## src/rtl/cmsdk_mcu_gpio_pkg.sv

```systemverilog
// -----------------------------------------------------------------------------
// cmsdk_mcu_gpio_pkg
// Shared constants and helpers for the MCU GPIO input conditioning path.
//   - Default port width, synchroniser depth and debounce counter width.
//   - Encodings of the per-bit interrupt type and polarity controls.
//   - gpio_int_set(): per-bit interrupt set condition.
// -----------------------------------------------------------------------------
package cmsdk_mcu_gpio_pkg;

  localparam int GPIO_WIDTH_DEF  = 16;
  localparam int SYNC_STAGES_DEF = 2;
  localparam int DB_CNT_W_DEF    = 4;

  localparam logic INTTYPE_EDGE  = 1'b1;
  localparam logic INTTYPE_LEVEL = 1'b0;
  localparam logic INTPOL_HIGH   = 1'b1;
  localparam logic INTPOL_LOW    = 1'b0;

  // Edge types look at the rise/fall of the conditioned value; level types
  // compare the conditioned value to the polarity every cycle.
  function automatic logic gpio_int_set(
    input logic inten,
    input logic inttype,
    input logic intpol,
    input logic stable,
    input logic rise,
    input logic fall
  );
    logic hit;
    if (inttype == INTTYPE_EDGE) begin
      hit = (intpol == INTPOL_HIGH) ? rise : fall;
    end else begin
      hit = (stable == intpol);
    end
    return inten & hit;
  endfunction

endpackage

```

## src/rtl/cmsdk_mcu_gpio_in_cond_bit.sv

```systemverilog
// -----------------------------------------------------------------------------
// cmsdk_mcu_gpio_in_cond_bit
// One port bit: SYNC_STAGES-deep synchroniser, optional debounce counter and
// the stable (conditioned) register.
//   HCLK       block clock
//   HRESET     synchronous active-high reset
//   pin_i      asynchronous raw pad value
//   db_en_i    debounce enable for this bit
//   db_limit_i debounce limit (cycles of disagreement tolerated)
//   stable_o   conditioned pin value (registered)
// Build option: CMSDK_MCU_GPIO_IN_COND_DEBOUNCE_EN adds the debounce counter;
// without it db_en_i/db_limit_i are ignored and stable follows syn.
// -----------------------------------------------------------------------------
module cmsdk_mcu_gpio_in_cond_bit #(
  parameter int SYNC_STAGES = 2,
  parameter int DB_CNT_W    = 4
) (
  input  logic                HCLK,
  input  logic                HRESET,
  input  logic                pin_i,
  input  logic                db_en_i,
  input  logic [DB_CNT_W-1:0] db_limit_i,
  output logic                stable_o
);

  logic [SYNC_STAGES-1:0] sync_q;
  logic                   syn;
  logic                   stable_q, stable_d;

  // NOTE: the synchroniser flops get a reset like any other state; they are a
  // handful of flops, not a memory array, so clearing them costs nothing and
  // keeps the post-reset rising-edge timing deterministic.
  always_ff @(posedge HCLK) begin
    if (HRESET) begin
      sync_q <= '0;
    end else begin
      sync_q <= {sync_q[SYNC_STAGES-2:0], pin_i};
    end
  end

  assign syn = sync_q[SYNC_STAGES-1];

`ifdef CMSDK_MCU_GPIO_IN_COND_DEBOUNCE_EN

  logic [DB_CNT_W-1:0] cnt_q, cnt_d;

  // NOTE: every variable driven here gets a default first, so no path leaves
  // it unassigned and no latch is inferred.
  always_comb begin
    cnt_d    = '0;
    stable_d = stable_q;
    if (!db_en_i) begin
      stable_d = syn;
    end else if (syn != stable_q) begin
      // >= rather than == so a limit lowered mid-count cannot let the
      // counter run past it and wrap.
      if (cnt_q >= db_limit_i) begin
        stable_d = syn;
      end else begin
        cnt_d = cnt_q + 1'b1;
      end
    end
  end

  always_ff @(posedge HCLK) begin
    if (HRESET) begin
      cnt_q <= '0;
    end else begin
      cnt_q <= cnt_d;
    end
  end

`else

  logic unused_db;
  assign unused_db = ^{db_en_i, db_limit_i};

  always_comb begin
    stable_d = syn;
  end

`endif

  // NOTE: state registers use non-blocking assignments so every flop samples
  // the pre-edge values of the others, independent of block ordering.
  always_ff @(posedge HCLK) begin
    if (HRESET) begin
      stable_q <= 1'b0;
    end else begin
      stable_q <= stable_d;
    end
  end

  assign stable_o = stable_q;

endmodule

```

## src/rtl/cmsdk_mcu_gpio_in_cond.sv

```systemverilog
// -----------------------------------------------------------------------------
// cmsdk_mcu_gpio_in_cond
// Input conditioning for one MCU GPIO port: per-bit synchroniser, optional
// debounce, conditioned data and sticky edge/level interrupt status.
//   HCLK      block clock
//   HRESET    synchronous active-high reset
//   pin_in    raw pad inputs from the pin mux (asynchronous)
//   db_en     per-bit debounce enable
//   db_limit  shared debounce limit
//   inten     per-bit interrupt enable
//   inttype   per-bit type: 1 = edge, 0 = level
//   intpol    per-bit polarity: 1 = rising/high, 0 = falling/low
//   intclr    per-bit one-cycle status clear
//   data_out  conditioned pin values
//   intstatus sticky interrupt status
//   combint   OR of intstatus (combinational)
// Build option: CMSDK_MCU_GPIO_IN_COND_DEBOUNCE_EN enables the debounce
// counters; when undefined db_en/db_limit are ignored.
// SYNC_STAGES must be 2 or 3.
// -----------------------------------------------------------------------------
module cmsdk_mcu_gpio_in_cond
  import cmsdk_mcu_gpio_pkg::*;
#(
  parameter int WIDTH       = GPIO_WIDTH_DEF,
  parameter int SYNC_STAGES = SYNC_STAGES_DEF,
  parameter int DB_CNT_W    = DB_CNT_W_DEF
) (
  input  logic                HCLK,
  input  logic                HRESET,
  input  logic [WIDTH-1:0]    pin_in,
  input  logic [WIDTH-1:0]    db_en,
  input  logic [DB_CNT_W-1:0] db_limit,
  input  logic [WIDTH-1:0]    inten,
  input  logic [WIDTH-1:0]    inttype,
  input  logic [WIDTH-1:0]    intpol,
  input  logic [WIDTH-1:0]    intclr,
  output logic [WIDTH-1:0]    data_out,
  output logic [WIDTH-1:0]    intstatus,
  output logic                combint
);

  logic [WIDTH-1:0] stable;
  logic [WIDTH-1:0] prev_q;
  logic [WIDTH-1:0] rise, fall, int_set;
  logic [WIDTH-1:0] intstatus_q, intstatus_d;

  for (genvar i = 0; i < WIDTH; i++) begin : g_bit
    cmsdk_mcu_gpio_in_cond_bit #(
      .SYNC_STAGES (SYNC_STAGES),
      .DB_CNT_W    (DB_CNT_W)
    ) u_bit (
      .HCLK       (HCLK),
      .HRESET     (HRESET),
      .pin_i      (pin_in[i]),
      .db_en_i    (db_en[i]),
      .db_limit_i (db_limit),
      .stable_o   (stable[i])
    );
  end

  always_comb begin
    rise = stable & ~prev_q;
    fall = ~stable & prev_q;
    for (int i = 0; i < WIDTH; i++) begin
      int_set[i] = gpio_int_set(inten[i], inttype[i], intpol[i],
                                stable[i], rise[i], fall[i]);
    end
    // Set has priority over clear, so a persisting level re-asserts.
    intstatus_d = (intstatus_q & ~intclr) | int_set;
  end

  always_ff @(posedge HCLK) begin
    if (HRESET) begin
      prev_q      <= '0;
      intstatus_q <= '0;
    end else begin
      prev_q      <= stable;
      intstatus_q <= intstatus_d;
    end
  end

  assign data_out  = stable;
  assign intstatus = intstatus_q;
  assign combint   = |intstatus_q;

endmodule

```

## config.mk

```make
export PLATFORM = sky130hd
export DESIGN_NAME = cmsdk_mcu_gpio_in_cond
export DESIGN_NICKNAME = d
export VERILOG_FILES = /design/src/rtl/cmsdk_mcu_gpio_pkg.sv /design/src/rtl/cmsdk_mcu_gpio_in_cond_bit.sv /design/src/rtl/cmsdk_mcu_gpio_in_cond.sv
export SDC_FILE = /design/constraint.sdc
export NUM_CORES = 1
export LEC_CHECK = 0
export CAP_MARGIN = 0
export CELL_PAD_IN_SITES_DETAIL_PLACEMENT = 1
export CELL_PAD_IN_SITES_GLOBAL_PLACEMENT = 2
export CORE_MARGIN = 5
export CORE_UTILIZATION = 26
export DETAILED_ROUTE_END_ITERATION = 12
export PLACE_DENSITY_LB_ADDON = 0.3
export RECOVER_POWER = 100
export SETUP_SLACK_MARGIN = 0.2
export SLEW_MARGIN = 10
export SYNTH_ARGS = -nofsm -noshare
export SYNTH_HDL_FRONTEND = slang
export SYNTH_SLANG_ARGS = --single-unit
```

## constraint.sdc

```tcl
create_clock -name HCLK -period 1.4 [get_ports HCLK]
set_input_delay 0.35 -clock HCLK [delete_from_list [all_inputs] [get_ports HCLK]]
set_output_delay 0.35 -clock HCLK [all_outputs]
set_load 0.05 [all_outputs]
```

==> results.txt <==
Synthesis-to-layout area growth: 62.3%
Failing checks: setup timing
FILL cells: 1243
Share of post-route cells with drive strength above 1: 0.238
WL per Instance: 14.0 µm
Comb power frac: 0.153
Vias: 2332
RSZ-0062 raised after global routing: true
Largest net degree at the start of global routing: 42
Register clock-pin slew on the reported worst setup and hold paths: 0.06 ns
Row count: 39
Post-layout nets: 513
Clock latency at the later pin of the worst-skew pair: 0.33 ns
Cell Pwr Density: 1070 mW/mm²
Clock Skews: 0.00663 ns
Max-Cap Viols: 0
Starting Density: 0.265
Die area: 0.0140 mm²
DIE WIDTH: 118 µm
FMAX: 0.574 GHz
VDD IR max: 0.000433 V
Final RePlAce weighted congestion: 0.709
Yosys top cell area share: 0.527
Crit path required time: 1.05 ns
Ys async rst share: 0
Cts bufs inserted: 9
Fin. max-slew vios: 0
Net Sw Frac: 0.241
Setup slack after layout: -0.341 ns
GR Overflow Total: 0
Mapped Area: 0.00304 mm²
Final setup fails: 1
Gr usage total: 0.118
Worst EP arrival: 1.39 ns
Number of synthesized flops with an enable pin: 0
Netlist cell types: 14
Static leakage: 1.90 nW
Cells after Synth: 287
CTS root buffer: clkbuf_16
Clock sink count: 80
Net Sw Power: 1.27 mW
M1 GR Usage: 0.146
CP Capture Type: primary output
TritonCTS clock tree: done
WS Path Type: flop to primary output
DP HPWL: 5970 µm
Yosys warns: 0
Detail Route Antenna Nets: 0
Mapped Nets: 389
Yosys reg bits: 80
Initial antenna violation count: 0
Drc violations: 0
Top-count cell post-synth: dfxtp_1
Multi-input logic area: 0.00114 mm²
Reg2reg path depth: 5
GRT met2 Usage: 0.192
Fin Setup TNS: -0.341 ns
Worst slew pin tran: 0.810 ns
Commonest cells in the synthesized netlist: 80 x dfxtp_1, 64 x nor2b_1, 32 x nand2b_1
Clk network pwr share: 0.393
Sequential Area: 0.00167 mm²
Final Hold Viols: 0
WL final: 7810 µm
Crit share post-route: 1.24
Starting DRC count in detailed routing: 84
Pint: 4.01 mW
Vias in the first global route: 2506
Most Crowded Layer GR: met2
Drt pass-1 iters: 4
Number of port buffers: 114
Max clock buf depth: 2
Synth Flop Type: dfxtp_1
Util after Layout: 0.430
Status: finished, violations left
Slew HR: 0.460
Core area: 0.0115 mm²
CTS H-tree lvls: 3
Synth area leaders: dfxtp_1 53%, nor2b_1 13%, o32ai_2 8.6%
ANT cells: 0
Chip Height: 118 µm
Hold Path Depth: 1
Global-route wire length before repair: 13100 µm
Ports: 135
Cell taking the most area after synthesis: dfxtp_1
Via density per instance: 4.17
Global Route met3 Usage: 0.0377
CP max FO: 2
Syn Area/Cell: 10.6 µm²
Tmin final: 1.74 ns
Sequential share of power: 0.454
Hold Path Class: flop to flop
Sequential share of the synthesized area: 0.527
Critical Path Source Type: flop
==> kinds of logic after synthesis <==
kind of cell | after synthesis | synth area share
AND/OR/NAND/NOR | 117 | 0.227
AO/OA/AOI/OAI | 48 | 0.165
flip-flops | 80 | 0.527
buffers and inverters | 42 | 0.0814
==> layout make-up <==
cell class	instances	share of cell area
Clock buffer	10	0.0464
Clock inverter	6	0.00735
Inverter	16	0.0122
Multi-Input combinational cell	165	0.232
Sequential cell	80	0.338
Tap cell	143	0.0362
Timing Repair Buffer	139	0.328
==> worst max-delay path, stage by stage (launching register included) <==
cell	delay, ns
dfxtp_4	0.35
nor4_4	0.30
buf_4	0.15
nand4_1	0.08
buf_6	0.18
==> metrics by stage <==
step / cell area, µm² / cells / worst slack, ns / total power, mW / hold WS [ns]
2_1_floorplan: 3080 / 287 / -0.126 / 2.81 / 0.414
3_3_place_gp: 4660 / 531 / -0.283 / 3.28 / 0.421
3_5_place_dp: 4660 / 531 / -0.233 / 3.30 / 0.427
4_1_cts: 5120 / 556 / -0.385 / 5.42 / 0.438
5_1_grt: 4940 / 559 / -0.405 / 5.56 / 0.450
6_report: 4940 / 559 / -0.341 / 5.28 / 0.436
==> worst paths after layout <==
| kind | endpoint | from | slack (ns) |
|---|---|---|---|
| worst max-delay path | combint | intstatus[7] | -0.34 |
| worst min-delay path | g_bit[6].u_bit.stable_o | g_bit[6].u_bit.sync_q[1] | 0.44 |
| worst max register to register | intstatus[1] | g_bit[1].u_bit.stable_o | 0.23 |
| worst min register to register | g_bit[6].u_bit.stable_o | g_bit[6].u_bit.sync_q[1] | 0.44 |
==> state kept, by name, indices dropped and copies added (netlist names) <==
register / count
g_bit.u_bit.sync_q: 32
g_bit.u_bit.stable_o: 16
intstatus: 16
prev_q: 16
==> layout by cell type, fill, tap and decap left out, drive strengths merged <==
cell and instances:
clkdlybuf4s50 80, o32ai 16, nor2b 64, clkinv 5
clkbuf 15, a22oi 16, nand2b 32, a21boi 16
dfxtp 80, inv 16, clkinvlp 1, nor2 16
nor4 4, buf 54, nand4 1
==> routing by layer <==
layer,vias up,routed length (µm)
li1,1186,-
met5,-,0
met4,0,95
met2,59,3930
met1,1081,3390
met3,6,403
==> what timing repair did <==
item                                    in CTS  in global routing
endpoints found under the setup margin      27                 32
pin swaps                                    2                  0
gates resized for setup                     48                  6
hold buffers                                 0                  0
gates cloned                                 0                  0
setup buffers                                9                  3
hold endpoints to repair                     0                  0
==> power by group through the flow <==
stage,registers (mW),clock network [mW],logic (mW)
floorplan,2.51,0,0.300
global placement,2.46,0,0.819
detailed placement,2.46,0,0.836
CTS,2.39,2.16,0.870
global route,2.41,2.28,0.871
finish,2.40,2.07,0.808
No activity file was read; power rests on OpenSTA's default activity.
